===== src/rtl/hypot_sched.sv =====
// hypot_sched: round-robin sequencer sharing one sqrt(x^2+y^2) engine between two requesters.
// Optional zero-operand bypass enabled by defining HYPOT_SCHED_ZERO_BYPASS_EN.
module hypot_sched #(
    parameter int DW      = 8,
    parameter int RW      = 9,
    parameter int TIMEOUT = 63
) (
    input  logic          clk,
    input  logic          rst,
    input  logic          ena,
    input  logic          req0_valid,
    output logic          req0_ready,
    input  logic [DW-1:0] req0_x,
    input  logic [DW-1:0] req0_y,
    input  logic          req1_valid,
    output logic          req1_ready,
    input  logic [DW-1:0] req1_x,
    input  logic [DW-1:0] req1_y,
    output logic          rsp0_valid,
    input  logic          rsp0_ready,
    output logic [RW-1:0] rsp0_data,
    output logic          rsp0_err,
    output logic          rsp1_valid,
    input  logic          rsp1_ready,
    output logic [RW-1:0] rsp1_data,
    output logic          rsp1_err,
    output logic          eng_start,
    output logic [DW-1:0] eng_x,
    output logic [DW-1:0] eng_y,
    input  logic          eng_done,
    input  logic [RW-1:0] eng_result,
    output logic          busy
);

    localparam int TW = $clog2(TIMEOUT + 1);

    typedef enum logic [1:0] {IDLE, ISSUE, WAIT, RESP} state_t;

    state_t        state_q, state_d;
    logic          rr_q, rr_d;
    logic          gid_q, gid_d;
    logic [DW-1:0] x_q, x_d;
    logic [DW-1:0] y_q, y_d;
    logic [TW-1:0] timer_q, timer_d;
    logic [RW-1:0] data0_q, data0_d;
    logic [RW-1:0] data1_q, data1_d;
    logic          err0_q, err0_d;
    logic          err1_q, err1_d;

    logic          grant_vld;
    logic          grant_id;
    logic          rsp_hs;
    logic          timed_out;
    logic [DW-1:0] gnt_x;
    logic [DW-1:0] gnt_y;

    // With both valid the pointer decides; with one valid that one wins.
    assign grant_vld = (state_q == IDLE) && ena && (req0_valid || req1_valid);
    assign grant_id  = (req0_valid && req1_valid) ? rr_q : req1_valid;
    assign gnt_x     = grant_id ? req1_x : req0_x;
    assign gnt_y     = grant_id ? req1_y : req0_y;
    assign rsp_hs    = (state_q == RESP) && (gid_q ? rsp1_ready : rsp0_ready);
    assign timed_out = (timer_q == TW'(TIMEOUT - 1));

    always_ff @(posedge clk or posedge rst) begin
        if (rst) begin
            state_q <= IDLE;
            rr_q    <= 1'b0;
            gid_q   <= 1'b0;
            x_q     <= '0;
            y_q     <= '0;
            timer_q <= '0;
            data0_q <= '0;
            data1_q <= '0;
            err0_q  <= 1'b0;
            err1_q  <= 1'b0;
        end else begin
            state_q <= state_d;
            rr_q    <= rr_d;
            gid_q   <= gid_d;
            x_q     <= x_d;
            y_q     <= y_d;
            timer_q <= timer_d;
            data0_q <= data0_d;
            data1_q <= data1_d;
            err0_q  <= err0_d;
            err1_q  <= err1_d;
        end
    end

    always_comb begin
        state_d = state_q;
        rr_d    = rr_q;
        gid_d   = gid_q;
        x_d     = x_q;
        y_d     = y_q;
        timer_d = timer_q;
        data0_d = data0_q;
        data1_d = data1_q;
        err0_d  = err0_q;
        err1_d  = err1_q;
        case (state_q)
            IDLE: begin
                if (grant_vld) begin
                    gid_d   = grant_id;
                    x_d     = gnt_x;
                    y_d     = gnt_y;
                    state_d = ISSUE;
`ifdef HYPOT_SCHED_ZERO_BYPASS_EN
                    // A zero leg makes the magnitude the other leg; skip the engine.
                    if ((gnt_x == '0) || (gnt_y == '0)) begin
                        state_d = RESP;
                        if (grant_id) begin
                            data1_d = RW'(gnt_x | gnt_y);
                            err1_d  = 1'b0;
                        end else begin
                            data0_d = RW'(gnt_x | gnt_y);
                            err0_d  = 1'b0;
                        end
                    end
`endif
                end
            end
            ISSUE: begin
                timer_d = '0;
                state_d = WAIT;
            end
            WAIT: begin
                if (eng_done || timed_out) begin
                    state_d = RESP;
                    if (gid_q) begin
                        data1_d = eng_done ? eng_result : '0;
                        err1_d  = !eng_done;
                    end else begin
                        data0_d = eng_done ? eng_result : '0;
                        err0_d  = !eng_done;
                    end
                end else begin
                    timer_d = timer_q + 1'b1;
                end
            end
            RESP: begin
                if (rsp_hs) begin
                    rr_d    = !gid_q;
                    state_d = IDLE;
                end
            end
            default: state_d = IDLE;
        endcase
    end

    always_comb begin
        req0_ready = grant_vld && !grant_id;
        req1_ready = grant_vld && grant_id;
        eng_start  = (state_q == ISSUE);
        rsp0_valid = (state_q == RESP) && !gid_q;
        rsp1_valid = (state_q == RESP) && gid_q;
        busy       = (state_q != IDLE);
    end

    assign eng_x     = x_q;
    assign eng_y     = y_q;
    assign rsp0_data = data0_q;
    assign rsp1_data = data1_q;
    assign rsp0_err  = err0_q;
    assign rsp1_err  = err1_q;

endmodule


===== config.mk =====
export PLATFORM = sky130hd
export DESIGN_NAME = hypot_sched
export DESIGN_NICKNAME = d
export VERILOG_FILES = /design/src/rtl/hypot_sched.sv
export SDC_FILE = /design/constraint.sdc
export NUM_CORES = 1
export LEC_CHECK = 0
export CAP_MARGIN = 5
export CELL_PAD_IN_SITES_DETAIL_PLACEMENT = 1
export CELL_PAD_IN_SITES_GLOBAL_PLACEMENT = 1
export CORE_MARGIN = 1.5
export CORE_UTILIZATION = 31
export CTS_CLUSTER_SIZE = 40
export DETAILED_ROUTE_END_ITERATION = 12
export HOLD_SLACK_MARGIN = 0.12
export MAX_ROUTING_LAYER = met4
export PLACE_DENSITY_LB_ADDON = 0.1
export SLEW_MARGIN = 20
export SYNTH_ARGS = -nofsm -noshare
export SYNTH_HDL_FRONTEND = slang
export SYNTH_SLANG_ARGS = --single-unit

===== constraint.sdc =====
create_clock -name clk -period 2.46 [get_ports clk]
set_input_delay 0.615 -clock clk [delete_from_list [all_inputs] [get_ports clk]]
set_output_delay 0.615 -clock clk [all_outputs]
set_load 0.02 [all_outputs]

==> impl_metrics.csv <==
group,metric,value,unit
global_routing,grt_max_degree,47,
global_routing,grt_pass1_vias,1955,
timing,fin_crit_sh,0.944,
setup_path,cpMaxStageDelayCell,"clkdlybuf4s50_1",
finish,syn_to_final_growth,54.2,%
setup_path,r2r-end,"state_q[1]",
routing,drt-total-wl,5.66,mm
global_routing,grt_use_total,0.177,
die,die-area,7050,um^2
routing,remaining_drc_errors,0,
pwr,power.share.clock,0.131,
setup_path,r2r-start,"state_q[0]",
finish,nets,325,
timing,fin_crit,2320,ps
synthesis,ys_types,35,
synthesis,synth_area_leaders,"dfrtp_1, a222oi_1, a22o_1, inv_1, ha_1",
setup_path,cp_cell_sequence,"inv_1 -> ha_1 -> inv_1 -> clkdlybuf4s50_1",
pwr,seq_power_share,0.353,
global_routing,grt-ovfl-total,0,
place,io_buffer_count,90,
routing,vias_per_cell,5.18,
global_routing,antenna_found_initial,0,
synthesis,synthTopCellsByCount,"dfrtp_1, inv_1, a22o_1, a222oi_1, ha_1",
setup_path,regToRegSetupSlack,700,ps
min_path,hold_class,"reg2reg",
place,gp_congestion,0.734,
synthesis,yosysMostFrequentCell,"dfrtp_1",
clock_tree,clk_pin_slew,80,ps
pwr,swShare,0.383,
routing,wl_per_cell,16.3,um
finish,post-route-util,0.494,
setup_path,cp.required,1850,ps
synthesis,ys_ff_latch,46,
clock_tree,cts_tree,"built",
clock_tree,post_cts_buffers,0,
clock_tree,clock_sink_count,46,
pwr,intPower,2.25,mW
min_path,whs_path_depth,1,
routing,postRouteAntennaNets,0,
synthesis,syn_inst,173,
pwr,ir_worst_vdd,550,uV
finish,num_antenna_cells,0,
clock_tree,clock_path_buffers,2,
clock_tree,cts_made_buffers,5,
setup_path,critPathMaxStageDelay,600,ps
die,start_util,0.320,
clock_tree,root_buffer,"clkbuf_8",
min_path,hold_end,"rsp0_data[0]",
synthesis,synthesis.area,2030,um^2
finish,drive_above_1_share,0.0926,
timing,fin_skew,5.50,ps
synthesis,yosysWarningCount,0,
synthesis,seq_area_frac_synth,0.566,
pwr,p_leak,1.44,nW
timing,setup_viol,0,
synthesis,synth_top_cell_area_share,0.566,
setup_path,critPathMaxFanout,5,
synthesis,synth_flop_cell,"dfrtp_1",
clock_tree,clkLatencyLatePin,300,ps
die,die_y,84.0,um
routing,via_count,1797,
synthesis,syn_area_per_cell,11.8,um^2
die,ios,91,
timing,hold_ws,511,ps
die,die_w,84.0,um
synthesis,synth_nets,229,
clock_tree,htreeDepth,2,
place,place_hpwl,4.13,mm
timing,fmax,0.431,GHz
timing,rsz0062_at_grt,"no",
die,core_area,6350,um^2
synthesis,async_reset_ff_frac,1.00,
status,status,"completed",
setup_path,cp-end-kind,"primary output",
place,dp.cells,339,
timing,relSlewSlack,0.707,
pwr,combPwrFrac,0.516,
timing,fin_ws,138,ps
synthesis,synth_edf_count,0,
setup_path,cp-start-kind,"flip-flop",
setup_path,cpMostUsedCell,"inv_1",
global_routing,grt_pass1_wl,9.62,mm
pwr,p_per_area,1170,nW/um^2
timing,slew_viol_final,0,
routing,drtPass1Iterations,6,
timing,setup-tns-final,0,ps
finish,stdcell_count,347,
pwr,switchingPower,1.40,mW
timing,hold_viol,0,
timing,tightest_slew,440,ps
die,row_count,29,
run,drv_cap,0,
place,post-place-ws,-279,ps
min_path,holdCritStartpoint,"rsp0_data[0]",
finish,fillers,681,
routing,first_iter_violations,118,
setup_path,worstSetupPathType,"reg2out",
setup_path,rr_worst_depth,6,
setup_path,worst-endpoint-arrival,1710,ps
synthesis,yosysTopAreaCell,"dfrtp_1",
routing by layer:
| metal | vias to the layer above | track usage | share of wire |
|---|---|---|---|
| li1 | 836 | - | - |
| met1 | 891 | 0.226 | 0.46 |
| met2 | 63 | 0.291 | 0.47 |
| met3 | 7 | 0.0366 | 0.048 |
| met4 | 0 | 0.0387 | 0.015 |
| met5 | - | - | 0 |
worst max-delay path: cells and delay by family (launching register included):
kind       cells  cell delay, ps
flops          1             390
buf+inv        3             770
fa+ha+maj      1             250
placed cells by master (no fill, tap or decap), types with 6 or more instances in the layout:
cell type,netlist,layout
a222oi_1,16,16
dfrtp_1,46,46
clkdlybuf4s50_1,0,87
a21oi_1,6,6
a22o_1,18,18
inv_1,25,24
clkbuf_8,0,6
ha_1,7,7
sequential cells by signal, indices dropped and copies added, names as in the netlist:
signal,count
rr_q,1
timer_q,6
state_q,2
rsp1_data,9
gid_q,1
rsp0_data,9
rsp1_err,1
eng_y,8
eng_x,8
rsp0_err,1
per-stage QoR:
step	area, um^2	power, mW
after floorplan	2030	2.32
after global placement	3050	3.18
after detailed placement	3050	3.21
after CTS	3140	3.70
after global routing	3130	3.90
final	3130	3.66
cell families after synthesis:
kind of cell / count (synthesis) / synth area share
AO/OA/AOI/OAI: 56 / 0.231
multiplexers: 3 / 0.0154
AND/OR/NAND/NOR: 28 / 0.0776
adder cells (fa/ha/maj): 7 / 0.0431
buffers and inverters: 33 / 0.0665
flip-flops: 46 / 0.566
area by class of cell:
| cell class | count | area (um^2) | area share |
|---|---|---|---|
| Tap cell | 77 | 96.3 | 0.0307 |
| Clock inverter | 1 | 5.00 | 0.00160 |
| Clock buffer | 7 | 86.3 | 0.0275 |
| Multi-Input combinational cell | 94 | 747 | 0.238 |
| Timing Repair Buffer | 96 | 951 | 0.303 |
| Inverter | 26 | 97.6 | 0.0311 |
| Sequential cell | 46 | 1150 | 0.367 |
worst max-delay path by stage:
stage	from	endpoint	slack, ps
after detailed placement	ena	req0_ready	-280
final	state_q[1]	busy	140
after global routing	state_q[0]	busy	40
after CTS	req1_valid	req1_ready	10
after floorplan	state_q[0]	req0_ready	510
after global placement	req1_valid	req1_ready	-260
power groups by stage:
stage	clock (mW)	combinational [mW]	sequential, mW
3_5_place_dp	0	1.91	1.30
3_3_place_gp	0	1.89	1.29
6_report	0.478	1.89	1.29
4_1_cts	0.497	1.91	1.29
2_1_floorplan	0	0.731	1.59
5_1_grt	0.521	2.04	1.34
what timing repair did:
item	in CTS	in global routing
resized for setup	3	4
pin swaps	0	0
endpoints found under the setup margin	2	3
hold buffers	0	0
(Power assumes the default switching activity.)
